File: config.mk
export PLATFORM = sky130hd
export DESIGN_NAME = irq_ctrl
export DESIGN_NICKNAME = d
export VERILOG_FILES = /design/src/rtl/irq_ctrl_pkg.sv /design/src/rtl/irq_ctrl_edge_det.sv /design/src/rtl/irq_ctrl.sv
export SDC_FILE = /design/constraint.sdc
export NUM_CORES = 1
export LEC_CHECK = 0
export ABC_AREA = 1
export CAP_MARGIN = 20
export CORE_ASPECT_RATIO = 1.25
export CORE_UTILIZATION = 25
export DETAILED_ROUTE_END_ITERATION = 12
export PLACE_DENSITY = 0.65
export SYNTH_ARGS = -nofsm -noshare
export SYNTH_HDL_FRONTEND = slang
export SYNTH_SLANG_ARGS = --single-unit
File: constraint.sdc
create_clock -name clk -period 1.91 [get_ports clk]
set_clock_uncertainty 0.2 [all_clocks]
set_input_delay 0.4775 -clock clk [delete_from_list [all_inputs] [get_ports clk]]
set_output_delay 0.4775 -clock clk [all_outputs]
set_load 0.05 [all_outputs]
File: src/rtl/irq_ctrl_pkg.sv
// Shared definitions for the interrupt controller: register offsets,
// FSM state encoding and the PCSrc code of interrupt entry.
package irq_ctrl_pkg;

  localparam logic [3:0] OFF_PEND  = 4'h0;
  localparam logic [3:0] OFF_MASK  = 4'h4;
  localparam logic [3:0] OFF_CTRL  = 4'h8;
  localparam logic [3:0] OFF_CAUSE = 4'hC;

  // PCSrc value the ID stage issues when irq_take pulses.
  localparam logic [2:0] PCSRC_IRQ = 3'b100;

  typedef enum logic [1:0] {
    ST_IDLE    = 2'd0,
    ST_REQ     = 2'd1,
    ST_SERVICE = 2'd2
  } irq_state_e;

endpackage

File: src/rtl/irq_ctrl_edge_det.sv
// Rising-edge detector for one interrupt line; IRQ_SYNC_EN inserts a
// 2-flop synchronizer ahead of the detector for asynchronous sources.
module irq_edge_det (
  input  logic clk,
  input  logic rst_n,
  input  logic src_i,
  output logic rise_o
);

  logic src_s;
  logic prev_q;

`ifdef IRQ_SYNC_EN
  logic [1:0] sync_q;

  always_ff @(posedge clk or negedge rst_n) begin
    if (!rst_n) sync_q <= '0;
    else        sync_q <= {sync_q[0], src_i};
  end

  assign src_s = sync_q[1];
`else
  assign src_s = src_i;
`endif

  // NOTE: sequential state uses non-blocking assignments so every flop
  // samples the pre-edge value of its neighbours.
  always_ff @(posedge clk or negedge rst_n) begin
    if (!rst_n) prev_q <= 1'b0;
    else        prev_q <= src_s;
  end

  assign rise_o = src_s & ~prev_q;

endmodule

File: src/rtl/irq_ctrl.sv
// Edge-latched, masked, fixed-priority interrupt controller with a 4-word
// register window; optional input synchronizers under IRQ_SYNC_EN.
module irq_ctrl
  import irq_ctrl_pkg::*;
#(
  parameter int          NSRC      = 4,
  parameter logic [31:0] ADDR_BASE = 32'h4000_0020
) (
  input  logic            clk,
  input  logic            rst_n,
  input  logic [NSRC-1:0] src_irq,
  input  logic [31:0]     addr,
  input  logic [31:0]     wdata,
  input  logic            MemWr,
  input  logic            MemRd,
  output logic [31:0]     rdata,
  output logic            hit,
  input  logic            PC31,
  input  logic            irq_take,
  output logic            IRQ,
  output logic [2:0]      cause_id
);

  irq_state_e      state_q, state_d;
  logic [NSRC-1:0] pend_q, pend_d;
  logic [NSRC-1:0] mask_q, mask_d;
  logic            en_q, en_d;
  logic [2:0]      win_id_q, win_id_d;
  logic [2:0]      cause_id_q, cause_id_d;
  logic            cause_vld_q, cause_vld_d;

  logic [NSRC-1:0] rise;
  logic [NSRC-1:0] eligible;
  logic [NSRC-1:0] win_onehot;
  logic [2:0]      win_idx;
  logic            mask_win;
  logic [3:0]      off;
  logic            wr_en, wr_pend, wr_mask, wr_ctrl, wr_cause;
  logic            unused_bits;

  for (genvar g = 0; g < NSRC; g++) begin : g_edge
    irq_edge_det u_edge (
      .clk    (clk),
      .rst_n  (rst_n),
      .src_i  (src_irq[g]),
      .rise_o (rise[g])
    );
  end

  assign hit      = (addr[31:4] == ADDR_BASE[31:4]);
  assign off      = {addr[3:2], 2'b00};
  assign wr_en    = hit && MemWr;
  assign wr_pend  = wr_en && (off == OFF_PEND);
  assign wr_mask  = wr_en && (off == OFF_MASK);
  assign wr_ctrl  = wr_en && (off == OFF_CTRL);
  assign wr_cause = wr_en && (off == OFF_CAUSE);
  assign eligible = pend_q & mask_q;

  // NOTE: every variable written in always_comb gets a default first,
  // otherwise an unassigned path infers a latch.
  always_comb begin
    win_idx    = '0;
    win_onehot = '0;
    mask_win   = 1'b0;
    for (int i = NSRC - 1; i >= 0; i--) begin
      if (eligible[i]) win_idx = 3'(i);
    end
    for (int i = 0; i < NSRC; i++) begin
      if (win_id_q == 3'(i)) begin
        win_onehot[i] = 1'b1;
        mask_win      = mask_q[i];
      end
    end
  end

  always_comb begin
    state_d     = state_q;
    win_id_d    = win_id_q;
    cause_id_d  = cause_id_q;
    cause_vld_d = cause_vld_q;
    mask_d      = wr_mask ? wdata[NSRC-1:0] : mask_q;
    en_d        = wr_ctrl ? wdata[0] : en_q;
    pend_d      = wr_pend ? (pend_q & ~wdata[NSRC-1:0]) : pend_q;
    pend_d      = pend_d | rise;  // a fresh edge beats a same-cycle W1C
    if (wr_cause) cause_vld_d = 1'b0;

    unique case (state_q)
      ST_IDLE: begin
        if (en_q && (|eligible) && !PC31) begin
          state_d  = ST_REQ;
          win_id_d = win_idx;
        end
      end
      ST_REQ: begin
        if (irq_take) begin
          pend_d      = pend_d & ~win_onehot;
          cause_vld_d = 1'b1;
          cause_id_d  = win_id_q;
          state_d     = ST_SERVICE;
        end else if (PC31 || !en_q || !mask_win) begin
          state_d = ST_IDLE;
        end
      end
      ST_SERVICE: begin
        if (wr_cause) state_d = ST_IDLE;
      end
      default: state_d = ST_IDLE;
    endcase
  end

  always_ff @(posedge clk or negedge rst_n) begin
    if (!rst_n) begin
      state_q     <= ST_IDLE;
      pend_q      <= '0;
      mask_q      <= '0;
      en_q        <= 1'b0;
      win_id_q    <= '0;
      cause_id_q  <= '0;
      cause_vld_q <= 1'b0;
    end else begin
      state_q     <= state_d;
      pend_q      <= pend_d;
      mask_q      <= mask_d;
      en_q        <= en_d;
      win_id_q    <= win_id_d;
      cause_id_q  <= cause_id_d;
      cause_vld_q <= cause_vld_d;
    end
  end

  assign IRQ      = (state_q == ST_REQ);
  assign cause_id = cause_id_q;

  always_comb begin
    rdata = '0;
    if (hit && MemRd) begin
      unique case (off)
        OFF_PEND:  rdata[NSRC-1:0] = pend_q;
        OFF_MASK:  rdata[NSRC-1:0] = mask_q;
        OFF_CTRL:  rdata[0]        = en_q;
        OFF_CAUSE: rdata           = {cause_vld_q, 28'b0, cause_id_q};
        default:   rdata           = '0;
      endcase
    end
  end

  assign unused_bits = ^{wdata[31:NSRC], addr[1:0]};

endmodule

==> summary.txt, run 1 <==
Power and ir drop
  – Power density over the cells: 483 nW/um^2
  – Power, Total: about 1 mW
  – Leakage power: 1.01 nW
  – Clk pwr share: between 30% and 40%
  – Peak VDD IR: ~0.00032 V
  – Sequential power share: between 40% and 50%
  – Cell Int Power: roughly 0.69 mW
  – NetSw: 0.316 mW
  – Comb pwr share: about a quarter
  – Sw frac: a little under a third

Yosys
  – Post-synthesis sequential area ratio: a little under two fifths
  – Synth area leaders: dfrtp_1 38%, nand2_1 16%, buf_4 16%, nor2_1 6.9%, inv_1 4.0%
  – Syn avg cell area: around 7 sq um
  – Synth Area in Compound Gates: 7.54%
  – Post-Synthesis Cells: 183
  – Adder-Cell Fraction of Synth Area: 0%
  – Synth Register Bits: 20
  – Yosys top cell area share: 38.2%
  – Synth Area in XOR/XNOR: 0%
  – Mux share of post-synthesis cell area: 0%
  – Ys Warns: 0
  – Largest family of logic cells by synthesized area: simple AND/OR/NAND/NOR gates
  – Post-Synth Simple-Gate Area: between 30% and 40%
  – Synthesized cell area: between 1000 and 1500 sq um
  – Area leader, netlist: dfrtp_1
  – Yosys cell types: 22

Drt
  – 1st-iter DRT viols: between 40 and 50
  – DR WL/cell: roughly 10 microns
  – Total number of vias: around 1.3k
  – Drt first pass iters: 4
  – Drc violations: 0
  – Final WL: around 3300 microns
  – Remaining antenna violation count: 0
  – Vias per inst: 4.23

Min path
  – WHS Endpoint: cause_vld_q
  – Hold Crit Start: cause_vld_q
  – Hold depth: 2
  – Worst hold-check path type: register to register

Clocking
  – Clock root cell: clkbuf_8
  – CTS tree: yes
  – TritonCTS Buffers: 3
  – Clock Path Buffers: 2
  – Clock transition at the registers of the reported paths: 70 ps
  – CTS sink count: 20
  – Worst skew pair latency: 260 ps
  – CTS H-tree lvls: 1

Floorplan
  – I/O pins: roughly 110
  – Die Span Y: between 80 and 90 microns
  – Chip Width: about 67 microns
  – Core Area: 5040 sq um
  – Initial cell density of the core: about a quarter
  – Die ar.: roughly 5500 sq um
  – Std-Cell Rows: 29

Outcome
  – Outcome: complete, but fails checks
  – Failing checks: setup timing

Cells and area
  – Fraction of layout cells with a size suffix above 1: 33.2%
  – Fin util: 41.2%
  – Layout area overhead: 58.6%
  – Diodes inserted: 0
  – Register area: around 500 sq um
  – Filler Cells Inserted: between 500 and 600
  – Commonest non-fill, non-tap cells in the layout: 53 x nand2_1, 28 x conb_1, 20 x dfrtp_1, 18 x clkbuf_2
  – Multi-input logic area: around 800 sq um
  – Commonest non-fill, non-tap cell in the layout: nand2_1
  – Layout Nets: roughly 330

GRT
  – Gr usage total: approximately an eighth
  – Global-route wire length before repair: 5310 microns
  – Initial antenna violation count: 0
  – Grt ovf: 0
  – Number of global-route vias before repair: between 1k and 1.5k
  – Pin count of the biggest net entering global routing: 21

Job
  – # Max-Cap Violations: 0

Timing
  – Final min period: about 2200 ps
  – RSZ-0062 raised after global routing: yes
  – Finish-stage setup viols: 6
  – FMAX: ~450 MHz
  – Final period utilization: 116%
  – Final Hold Viols: 0
  – Final WS setup: -308 ps
  – Max-slew violation count: 0

Worst setup path
  – Worst setup EP type: output pin
  – R2R setup slack: ~490 ps
  – Cell Chain, Critical Path: buf_6, or2_1, nor2_2, nand2_2, nor2_4, nand2_4, a31oi_4, buf_12
  – Slowest cell on the critical path: or2_1
  – CP Max Fanout: 5
  – FF-to-FF Start: state_q[1]
  – Critical setup path kind: primary input to output pin
  – Crit path largest cell delay: around 220 ps
  – Crit path launch type: primary input
  – Cells on worst reg2reg path: 4
  – Worst EP required: between 1000 and 1500 ps
  – Worst Path Arrival: ~1500 ps
  – Worst R2R End: pend_q[2]

Placement
  – IO buf count: 52
  – GPL Wtd Cong: around 0.84
  – DPL Wire Length: about 2600 microns
## layer usage
layer | share of wire (%) | wire [microns] | global-route usage, %
met1 | 41 | 1330 | 14.0
met3 | 7.4 | 243 | 1.79
met2 | 48 | 1580 | 21.4
met4 | 3.4 | 111 | 6.77
met5 | 0 | 0 | 0
## how the worst max path moves through the flow
| stage | slack (ps) | to | cells after the start | start |
|---|---|---|---|---|
| final | -310 | rdata[1] | 8 | addr[28] |
| after global routing | -380 | rdata[1] | 9 | addr[19] |
| after CTS | -380 | rdata[1] | 8 | addr[28] |
| after detailed placement | -720 | rdata[1] | 10 | addr[5] |
| after global placement | -720 | rdata[1] | 10 | addr[5] |
| after floorplan | -550 | rdata[1] | 6 | addr[29] |
## critical path, delay by kind of cell
kind	cells	cell delay, ps
buffers and inverters	2	250
AOI/OAI and AO/OA	1	190
and+or+nand+nor	5	630
## cells in the mapped netlist (all sizes together)
cell / number
nand2: 59
buf: 28
nor2: 26
dfrtp: 20
inv: 14
a21oi: 9
nand3: 8
nand4: 5
o21ai: 4
nor3: 3
a221oi: 1
a31oi: 1
a32oi: 1
conb: 1
nor3b: 1
o22ai: 1
or2: 1
## power groups by stage
stage / clock network (mW) / logic (mW) / registers, mW
final: 0.324 / 0.252 / 0.428
after global routing: 0.345 / 0.270 / 0.429
after CTS: 0.326 / 0.251 / 0.428
after detailed placement: 0 / 0.266 / 0.437
after global placement: 0 / 0.265 / 0.437
after floorplan: 0 / 0.191 / 0.437
## sequential cells by signal (all words and copies together), names as in the netlist
register / count
cause_id: 2
state_q: 2
pend_q: 4
mask_q: 4
en_q: 1
win_id_q: 2
cause_vld_q: 1
g_edge.u_edge.prev_q: 4
## cell families after synthesis
family	after synthesis
simple gates	103
compound gates	17
other cells	1
buf+inv	42
flops	20
## final cells by class
| cell class | instances | share of cell area (%) |
|---|---|---|
| multi-input combinational | 148 | 37.4 |
| timing repair buffer | 67 | 29.7 |
| sequential | 20 | 24.1 |
| tap | 62 | 3.73 |
| clock buffer | 4 | 2.65 |
| inverter | 14 | 2.53 |
## per-stage QoR
step	instance area (sq um)	cells	setup TNS [ps]	hold WS, ps	worst slack, ps
after CTS	2100	313	-1930	279	-379
after floorplan	1480	210	-2520	-18.1	-548
final	2080	315	-1580	273	-308
after global placement	2050	308	-7510	255	-718
after global routing	2080	315	-2070	304	-381
after detailed placement	2050	308	-7770	262	-716
## what timing repair did
item / in CTS / in global routing
hold buffers: 0 / 0
gates resized for setup: 68 / 43
setup buffers: 1 / 2
pin swaps: 29 / 31
endpoints found under the setup margin: 15 / 7
Note: power is estimated with default switching activity, not from simulation.
==> run 2: changes to the inputs <==
- TNS_END_PERCENT: unset -> 50
==> run 2 against run 1 <==
Compared with the run above:
- the run still ends with setup timing left
- via count fell by 2.0%
- maximum frequency rose by 0.22%
- cell area rose by 0.48%
- first-iteration DRC count fell by 57%
- critical endpoint unchanged
- combinational power barely moved
- critical path type unchanged
- register-to-register slack got worse by 130 ps
- worst setup slack improved by 4.9 ps
- final cell count fell by 0.32%
==> summary.txt, run 2 (synthesized netlist as in run 1, its figures left out) <==
Outcome
  – Outcome: complete, but fails checks
  – Failing checks: setup timing

Timing
  – Final period utilization: 116%
  – FMAX: between 400 and 500 MHz
  – Final WS setup: -303 ps
  – Final Hold Viols: 0
  – Finish-stage setup viols: 6
  – RSZ-0062 raised after global routing: yes
  – Final min period: roughly 2200 ps
  – Max-slew violation count: 0

Power and ir drop
  – Leakage power: a little over 1 nW
  – Power density over the cells: 524 nW/um^2
  – Peak VDD IR: about 0.00034 V

Clocking
  – Clock root cell: clkbuf_8
  – CTS sink count: 20
  – CTS H-tree lvls: 1
  – CTS tree: yes
  – Clock transition at the registers of the reported paths: 70 ps
  – TritonCTS Buffers: 3
  – Worst skew pair latency: 260 ps
  – Clock Path Buffers: 2
  – Hold-fix buffers at CTS: 0

GRT
  – Initial antenna violation count: 0
  – Gr usage total: about an eighth
  – Grt ovf: 0
  – Number of global-route vias before repair: roughly 1.2k
  – Pin count of the biggest net entering global routing: 21
  – Global-route wire length before repair: 5310 microns

Drt
  – Total number of vias: between 1k and 1.5k
  – Remaining antenna violation count: 0
  – DR WL/cell: around 10 microns
  – Final WL: roughly 3300 microns
  – 1st-iter DRT viols: 20
  – Drt first pass iters: 5
  – Vias per inst: between 4 and 5
  – Drc violations: 0

Cells and area
  – Layout Nets: around 330
  – Final Instance Area: approximately 2100 sq um
  – Commonest non-fill, non-tap cell in the layout: nand2_1
  – Fraction of layout cells with a size suffix above 1: between 30% and 40%
  – Largest regs: g_edge.u_edge.prev_q x4, mask_q x4, pend_q x4
  – Fin util: approximately two fifths
  – Commonest non-fill, non-tap cells in the layout: 55 x nand2_1, 28 x conb_1, 20 x dfrtp_1, 17 x clkbuf_2, 15 x nor2_1
  – Filler Cells Inserted: between 500 and 600
  – Register area: between 500 and 600 sq um
  – Diodes inserted: 0
  – Layout area overhead: 59.4%
  – Multi-input logic area: ~750 sq um

Worst setup path
  – CP bufs+invs: 2
  – Cell Chain, Critical Path: buf_6, or2_4, nor2_4, nand2_2, nor2_4, nand2_4, a31oi_4, buf_12
  – Slowest cell on the critical path: or2_4
  – Crit-path leading delay family: simple AND/OR/NAND/NOR gates
  – CP Max Fanout: 5
  – Worst Path Arrival: 1540 ps
  – FF-to-FF Start: state_q[1]
  – CP startpoint: addr[29]
  – R2R setup slack: between 300 and 400 ps
  – Worst setup EP type: output pin
  – Critical setup path kind: primary input to output pin
  – Crit path largest cell delay: between 200 and 250 ps
  – Worst EP required: roughly 1200 ps
  – Critical path's most frequent cell: nor2_4
  – Crit path launch type: primary input

Floorplan
  – Chip Width: between 60 and 70 microns
  – Initial cell density of the core: roughly a quarter
  – I/O pins: roughly 110
  – Die ar.: 5540 sq um
  – Std-Cell Rows: 29
  – Core Area: between 5000 and 6000 sq um
  – Die Span Y: 83.0 microns

Placement
  – DP Area: slightly above 2000 sq um
  – IO buf count: between 50 and 60
  – GPL Wtd Cong: approximately 0.83
  – DP Worst Slack: -676 ps
  – DPL Wire Length: about 2700 microns

Min path
  – Hold Crit Start: cause_vld_q
  – Worst hold-check path type: register to register

Job
  – # Max-Cap Violations: 0
## run 2: metrics by stage
step	instances	hold WS, ps	power (mW)	TNS, ps
after detailed placement	307	270	0.698	-7470
after CTS	313	289	1.10	-2020
after global placement	307	260	0.697	-7090
after global routing	314	322	1.15	-2390
after floorplan	210	-18.1	0.627	-2680
final	314	290	1.09	-1580
## run 2: path summary, 6_finish.rpt
check	endpoint	cells after the start
setup / recovery	rdata[1]	8
hold / removal	cause_vld_q	2
setup reg to reg	pend_q[2]	4
hold reg to reg	cause_vld_q	2
max in group asynchronous	mask_q[0]	2
min in group asynchronous	cause_vld_q	2
## run 2: routing by layer
layer  vias up  share of wire (%)  track usage (%)
met3         4                8.0             2.75
met4         0                1.0             3.87
met2        54                 52             22.5
met1       585                 38             13.6
met5         -                  0                0
li1        664                  -                -
## run 2: repair_timing
action / CTS / global route
setup buffers: 2 / 1
endpoints found under the setup margin: 13 / 13
hold endpoints to repair: 0 / 0
resized for setup: 66 / 41
pin swaps: 28 / 33
## run 2: power breakdown
part / total [mW] / internal (mW) / switching [mW]
Sequential: 0.428 / 0.427 / 0.000921
Clock: 0.416 / 0.280 / 0.136
Combinational: 0.250 / 0.0775 / 0.173
## run 2: tightest hold or removal path: cells and delay by family (launching register included)
| kind | cells | cell delay [ps] |
|---|---|---|
| flip-flops | 1 | 350 |
| AND/OR/NAND/NOR | 2 | 110 |
## run 2: final cells by class
| cell class | count | area share (%) |
|---|---|---|
| inverters | 14 | 2.51 |
| clock buffers | 3 | 1.98 |
| clock inverters | 1 | 1.44 |
| flip-flops and latches | 20 | 24.0 |
| well taps | 62 | 3.71 |
| repair buffers | 66 | 30.3 |
| multi-input cells | 148 | 36.1 |
